## src/rtl/syncfifo3_prog.sv

```systemverilog
// Single-clock FIFO of any depth with optional registered output stage,
// programmable almost flags, sticky error status, drop counter and high-water mark.
module syncfifo3_prog #(
    parameter int WID    = 32,
    parameter int DEPTH  = 8,
    parameter int AWID   = $clog2(DEPTH),
    parameter int REGOUT = 0,
    parameter int CNTW   = 8
) (
    input  logic            clk,
    input  logic            rst_n,
    input  logic            softreset,
    input  logic            validin,
    input  logic [WID-1:0]  datain,
    input  logic            readout,
    output logic [WID-1:0]  dataout,
    output logic            empty,
    output logic            full,
    output logic [AWID:0]   count,
    input  logic [AWID:0]   afull_thr,
    input  logic [AWID:0]   aempty_thr,
    output logic            almost_full,
    output logic            almost_empty,
    output logic            overflow,
    output logic            underflow,
    output logic            ovf_sticky,
    output logic            udf_sticky,
    output logic [CNTW-1:0] drop_cnt,
    output logic [AWID:0]   hwm,
    input  logic            clr_status
);

    localparam logic [AWID-1:0] LAST     = AWID'(DEPTH - 1);
    localparam logic [AWID:0]   FULL_CNT = (AWID+1)'(DEPTH);
    localparam logic [CNTW-1:0] DROP_MAX = '1;

    logic [WID-1:0]  mem [DEPTH];
    logic [AWID-1:0] wptr, rptr;
    logic            wr, rd, mem_pop;
    logic [AWID:0]   count_nxt;

    // Explicit wrap keeps the pointers correct for non-power-of-two depths.
    function automatic logic [AWID-1:0] ptr_inc(input logic [AWID-1:0] p);
        return (p == LAST) ? '0 : p + 1'b1;
    endfunction

    assign full         = (count == FULL_CNT);
    assign wr           = validin && !full && !softreset;
    assign rd           = readout && !empty && !softreset;
    assign overflow     = validin && full && !softreset;
    assign underflow    = readout && empty && !softreset;
    assign almost_full  = (count >= afull_thr);
    assign almost_empty = (count <= aempty_thr);

    always_comb begin
        count_nxt = count;
        if (softreset)      count_nxt = '0;
        else if (wr && !rd) count_nxt = count + 1'b1;
        else if (rd && !wr) count_nxt = count - 1'b1;
    end

    always_ff @(posedge clk) begin
        if (wr) mem[wptr] <= datain;
    end

    always_ff @(posedge clk or negedge rst_n) begin
        if (!rst_n) begin
            wptr  <= '0;
            rptr  <= '0;
            count <= '0;
        end else begin
            count <= count_nxt;
            if (softreset) begin
                wptr <= '0;
                rptr <= '0;
            end else begin
                if (wr)      wptr <= ptr_inc(wptr);
                if (mem_pop) rptr <= ptr_inc(rptr);
            end
        end
    end

    generate
        if (REGOUT == 0) begin : g_comb
            assign mem_pop = rd;
            assign empty   = (count == '0);
            assign dataout = mem[rptr];
        end else begin : g_reg
            logic           vld;
            logic [WID-1:0] hold;
            logic [AWID:0]  mem_cnt;

            // count includes the holding register, so memory occupancy excludes it.
            assign mem_cnt = count - (AWID+1)'(vld);
            assign mem_pop = !softreset && (!vld || rd) && (mem_cnt != '0);
            assign empty   = !vld;
            assign dataout = hold;

            always_ff @(posedge clk or negedge rst_n) begin
                if (!rst_n) begin
                    vld  <= 1'b0;
                    hold <= '0;
                end else if (softreset) begin
                    vld  <= 1'b0;
                    hold <= '0;
                end else if (mem_pop) begin
                    vld  <= 1'b1;
                    hold <= mem[rptr];
                end else if (rd) begin
                    vld  <= 1'b0;
                end
            end
        end
    endgenerate

    // A fresh error in the clearing cycle wins over the clear.
    always_ff @(posedge clk or negedge rst_n) begin
        if (!rst_n) begin
            ovf_sticky <= 1'b0;
            udf_sticky <= 1'b0;
            drop_cnt   <= '0;
            hwm        <= '0;
        end else if (softreset) begin
            ovf_sticky <= 1'b0;
            udf_sticky <= 1'b0;
            drop_cnt   <= '0;
            hwm        <= '0;
        end else begin
            ovf_sticky <= overflow  || (ovf_sticky && !clr_status);
            udf_sticky <= underflow || (udf_sticky && !clr_status);
            if (overflow)
                drop_cnt <= clr_status ? CNTW'(1) :
                            (drop_cnt == DROP_MAX) ? DROP_MAX : drop_cnt + 1'b1;
            else if (clr_status)
                drop_cnt <= '0;
            if (clr_status)
                hwm <= count_nxt;
            else if (count_nxt > hwm)
                hwm <= count_nxt;
        end
    end

endmodule

```

## config.mk

```make
export PLATFORM = sky130hd
export DESIGN_NAME = syncfifo3_prog
export DESIGN_NICKNAME = d
export VERILOG_FILES = /design/src/rtl/syncfifo3_prog.sv
export SDC_FILE = /design/constraint.sdc
export NUM_CORES = 1
export LEC_CHECK = 0
export ABC_AREA = 1
export BUFFER_PORTS_ARGS = -buffer_cell sky130_fd_sc_hd__buf_2
export CORE_MARGIN = 2
export CORE_UTILIZATION = 53
export DETAILED_ROUTE_END_ITERATION = 10
export HOLD_SLACK_MARGIN = 0.12
export PLACE_DENSITY = 0.72
export SYNTH_ARGS = -nofsm -noshare
export SYNTH_HDL_FRONTEND = slang
export SYNTH_SLANG_ARGS = --single-unit
```

## constraint.sdc

```tcl
create_clock -name clk -period 5.5 [get_ports clk]
set_input_delay 0.275 -clock clk [delete_from_list [all_inputs] [get_ports clk]]
set_output_delay 0.275 -clock clk [all_outputs]
set_load 0.03 [all_outputs]
```

==> out/summary.txt <==
status = completed
post-detailed-route wirelength per cell = 17.71 um
critical path class = reg -> out
clk slew on worst S/H paths = 60 ps
Core Rows = 54
Global Route Usage Sum = 20.74%
via count = 7728
CTS buffer count = 29
global-route wire length before repair = 38940 um
Port Buf Inserts = 101
Sequential Power Share = 46.2%
I/O pin cnt = 102
Setup violations, final = 0
worst hold path type = in -> reg
postcts setup bufs = 0
Max Cap Violations = 0
mapped cell area = 0.01164 mm^2
Synth Area per Inst = 12.14 um^2
die width = 152.2 um
Synth Net Count = 1024
post-route ant nets = 0
layout cell share with drive strength beyond 1 = 15.91%
Filler cells = 1616
maximum fanout along the worst path = 99
grt ovf = 0
Placement Setup Slack = 2490 ps
Die ar. = 0.02317 mm^2
Comb pwr share = 15.8%
min Tclk post-route = 3622 ps
Worst Setup SP = rptr[0]
placer congestion estimate = 0.8713
drt total wl = 24550 um
RSZ-0062 raised after global routing = no
EDFF count, synth = 256
area delta synth->final = 17.54%
vias in the first global route = 7474
actual slew at the worst max-slew pin = 1175 ps
Layout Nets = 1148
Ys Warns = 0
final hold violations = 0
startpoint types = register
cell leakage power = 5.163 nW
Initial Util = 53.68%
part of the cycle the worst path needs = 65.85%
Synth cell types = 31
Final TNS setup = 0 ps
Reg2Reg Depth = 18
clk sink count = 280
core area = 0.02169 mm^2
most used cell along the critical path = nand2_1
clock share of power = 38.0%
Worst Clk Skew = 15.30 ps
FF-to-FF End = hwm[1]
CP Data Required Time = 5220 ps
H-tree depth = 1
Async S/R FF share, synth = 8.571%
max_slew headroom = 21.47%
initial detailed-routing violation count = 613
clock root buffer = clkbuf_16
Data arrival, critical path = 3350 ps
Post-DP HPWL = 13400 um
CP cell instances = inv_4 -> buf_4 -> nor2_1 -> o32ai_1 -> nand2_1 -> nand2_1 -> buf_2
Most used DFF post-synth = edfxtp_1
drt drc = 0
Switching Power = 1.423 mW
Setup WS post-layout = 1878 ps
Synth Register Bits = 280
Die Y = 152.2 um
end of the critical path = dataout[24]
Skew-Pair Late Insertion Delay = 550 ps
Switching Fraction = 27.00%
CTS tree = built
Slowest-stage cell, CP = inv_4
Crit. End Element = output pin
Clock Path Buffers = 3
hold_buf cts = 37
DR vias/cell = 5.576
TritonRoute pass-1 iters = 5
Pins Over Slew Limit = 0
largest net degree at the start of global routing = 100
Reg2Reg Setup Slack = 2670 ps
sequential share of the synthesized area = 71.19%
maximum vdd drop = 267.7 uV
Pwr Density = 385.1 mW/mm^2
crit-path max cell delay = 780 ps
Mapped Cells = 959
n_diodes = 0
CTS resizes = 0
Max Fclk = 0.2761 GHz
internal power = 3.848 mW
Reg2Reg Launch Point = count[0]
initial antenna violation count = 0
worst max-delay path, delay by kind of cell, from the launching register on:
kind,cells,cell delay [ps]
flip-flops,1,700
buffers and inverters,3,1440
AND/OR/NAND/NOR,3,260
AO/OA/AOI/OAI,1,270
how the worst min path moves through the flow:
stage	start	end	slack, ps	cells after the start
2_1_floorplan	rst_n	count[0]	-20	0
3_3_place_gp	rst_n	drop_cnt[1]	290	1
3_5_place_dp	rst_n	drop_cnt[1]	300	1
4_1_cts	validin	wptr[1]	190	5
5_1_grt	validin	drop_cnt[7]	250	5
6_report	validin	wptr[1]	200	5
cell type report:
cell class	instances	area, um^2	area share (%)
Multi-Input combinational cell	585	2973	21.72
Clock buffer	37	755.7	5.523
Inverter	44	170.2	1.243
Clock inverter	17	226.5	1.655
Timing Repair Buffer	143	913.4	6.675
Tap cell	280	350.3	2.560
Sequential cell	280	8295	60.62
state kept, by name (all words and copies together), names as in the netlist:
| register | flops |
|---|---|
| rptr | 3 |
| count | 4 |
| ovf_sticky | 1 |
| wptr | 3 |
| mem | 256 |
| drop_cnt | 8 |
| udf_sticky | 1 |
| hwm | 4 |
power groups by stage:
stage	combinational [mW]	sequential (mW)	clock, mW
2_1_floorplan	0.605	2.47	0
3_3_place_gp	0.793	2.48	0
3_5_place_dp	0.810	2.48	0
4_1_cts	0.836	2.43	2.04
5_1_grt	0.915	2.44	2.12
6_report	0.833	2.44	2.00
per-stage QoR:
stage          hold slack, ps  cell area, um^2  util [%]  instances  total power, mW
4_1_cts                 189.3            13680     63.10       1386            5.307
5_1_grt                 245.6            13680     63.10       1386            5.475
3_5_place_dp            296.4            12330     56.86       1295            3.289
2_1_floorplan          -20.59            11640         -        959            3.071
6_report                203.4            13680     63.10       1386            5.271
3_3_place_gp            289.8            12330     56.86       1295            3.269
per-layer routing:
| metal | track usage [%] | vias up | share of wire (%) |
|---|---|---|---|
| li1 | - | 3675 | - |
| met1 | 27.94 | 3778 | 43 |
| met2 | 35.31 | 239 | 49 |
| met3 | 3.185 | 36 | 6.3 |
| met4 | 6.186 | 0 | 1.8 |
| met5 | 0 | - | 0 |
cells in the final DEF (no fill, tap or decap):
cell / Yosys / layout
inv_4: 1 / 2
clkinv_1: 0 / 5
dlygate4sd3_1: 0 / 37
inv_2: 8 / 7
o211ai_1: 1 / 1
edfxtp_1: 256 / 256
nor2_2: 1 / 1
nand2_1: 160 / 160
nand4_1: 5 / 5
o21ai_1: 2 / 2
a22o_1: 2 / 2
nand3_1: 17 / 17
clkinv_4: 0 / 2
ha_1: 19 / 19
clkbuf_16: 0 / 29
o22ai_1: 2 / 2
a21oi_1: 5 / 5
nand3_2: 2 / 2
o32ai_1: 64 / 64
buf_2: 15 / 101
nand2_2: 5 / 5
xor2_1: 1 / 1
clkinv_2: 0 / 4
inv_16: 0 / 1
nand2_4: 1 / 1
nor2_1: 212 / 204
dfrtp_1: 24 / 22
bufinv_16: 0 / 5
dfrtp_4: 0 / 2
nor2_4: 0 / 8
clkbuf_1: 21 / 8
o21bai_1: 1 / 1
inv_1: 35 / 35
a21oi_4: 1 / 1
xnor2_1: 2 / 2
buf_4: 2 / 5
o21ai_0: 80 / 80
nor3_1: 2 / 2
Yosys cell counts (2+ instances only):
cell type  instances  area [um^2]
a21oi_1            5        25.02
a22o_1             2        17.52
buf_1              4        15.01
buf_2             15        75.07
buf_4              2        15.01
buf_6              8        90.09
clkbuf_1          21        78.83
dfrtp_1           24        600.6
edfxtp_1         256         7687
ha_1              19        237.7
inv_1             35        131.4
inv_2              8        30.03
nand2_1          160        600.6
nand2_2            5        31.28
nand3_1           17        85.08
nand3_2            2        20.02
nand4_1            5        31.28
nor2_1           212        795.8
nor3_1             2        10.01
o21ai_0           80        400.4
o21ai_1            2        10.01
o22ai_1            2        12.51
o32ai_1           64        560.5
xnor2_1            2        17.52
cell families after synthesis:
kind of cell	Yosys count	synth area share, %
flip-flops	280	71.19
AO/OA/AOI/OAI	158	9.081
AND/OR/NAND/NOR	405	13.67
XOR/XNOR	3	0.2257
adder cells (fa/ha/maj)	19	2.042
buffers and inverters	94	3.794
Note: power is estimated with default switching activity, not from simulation.
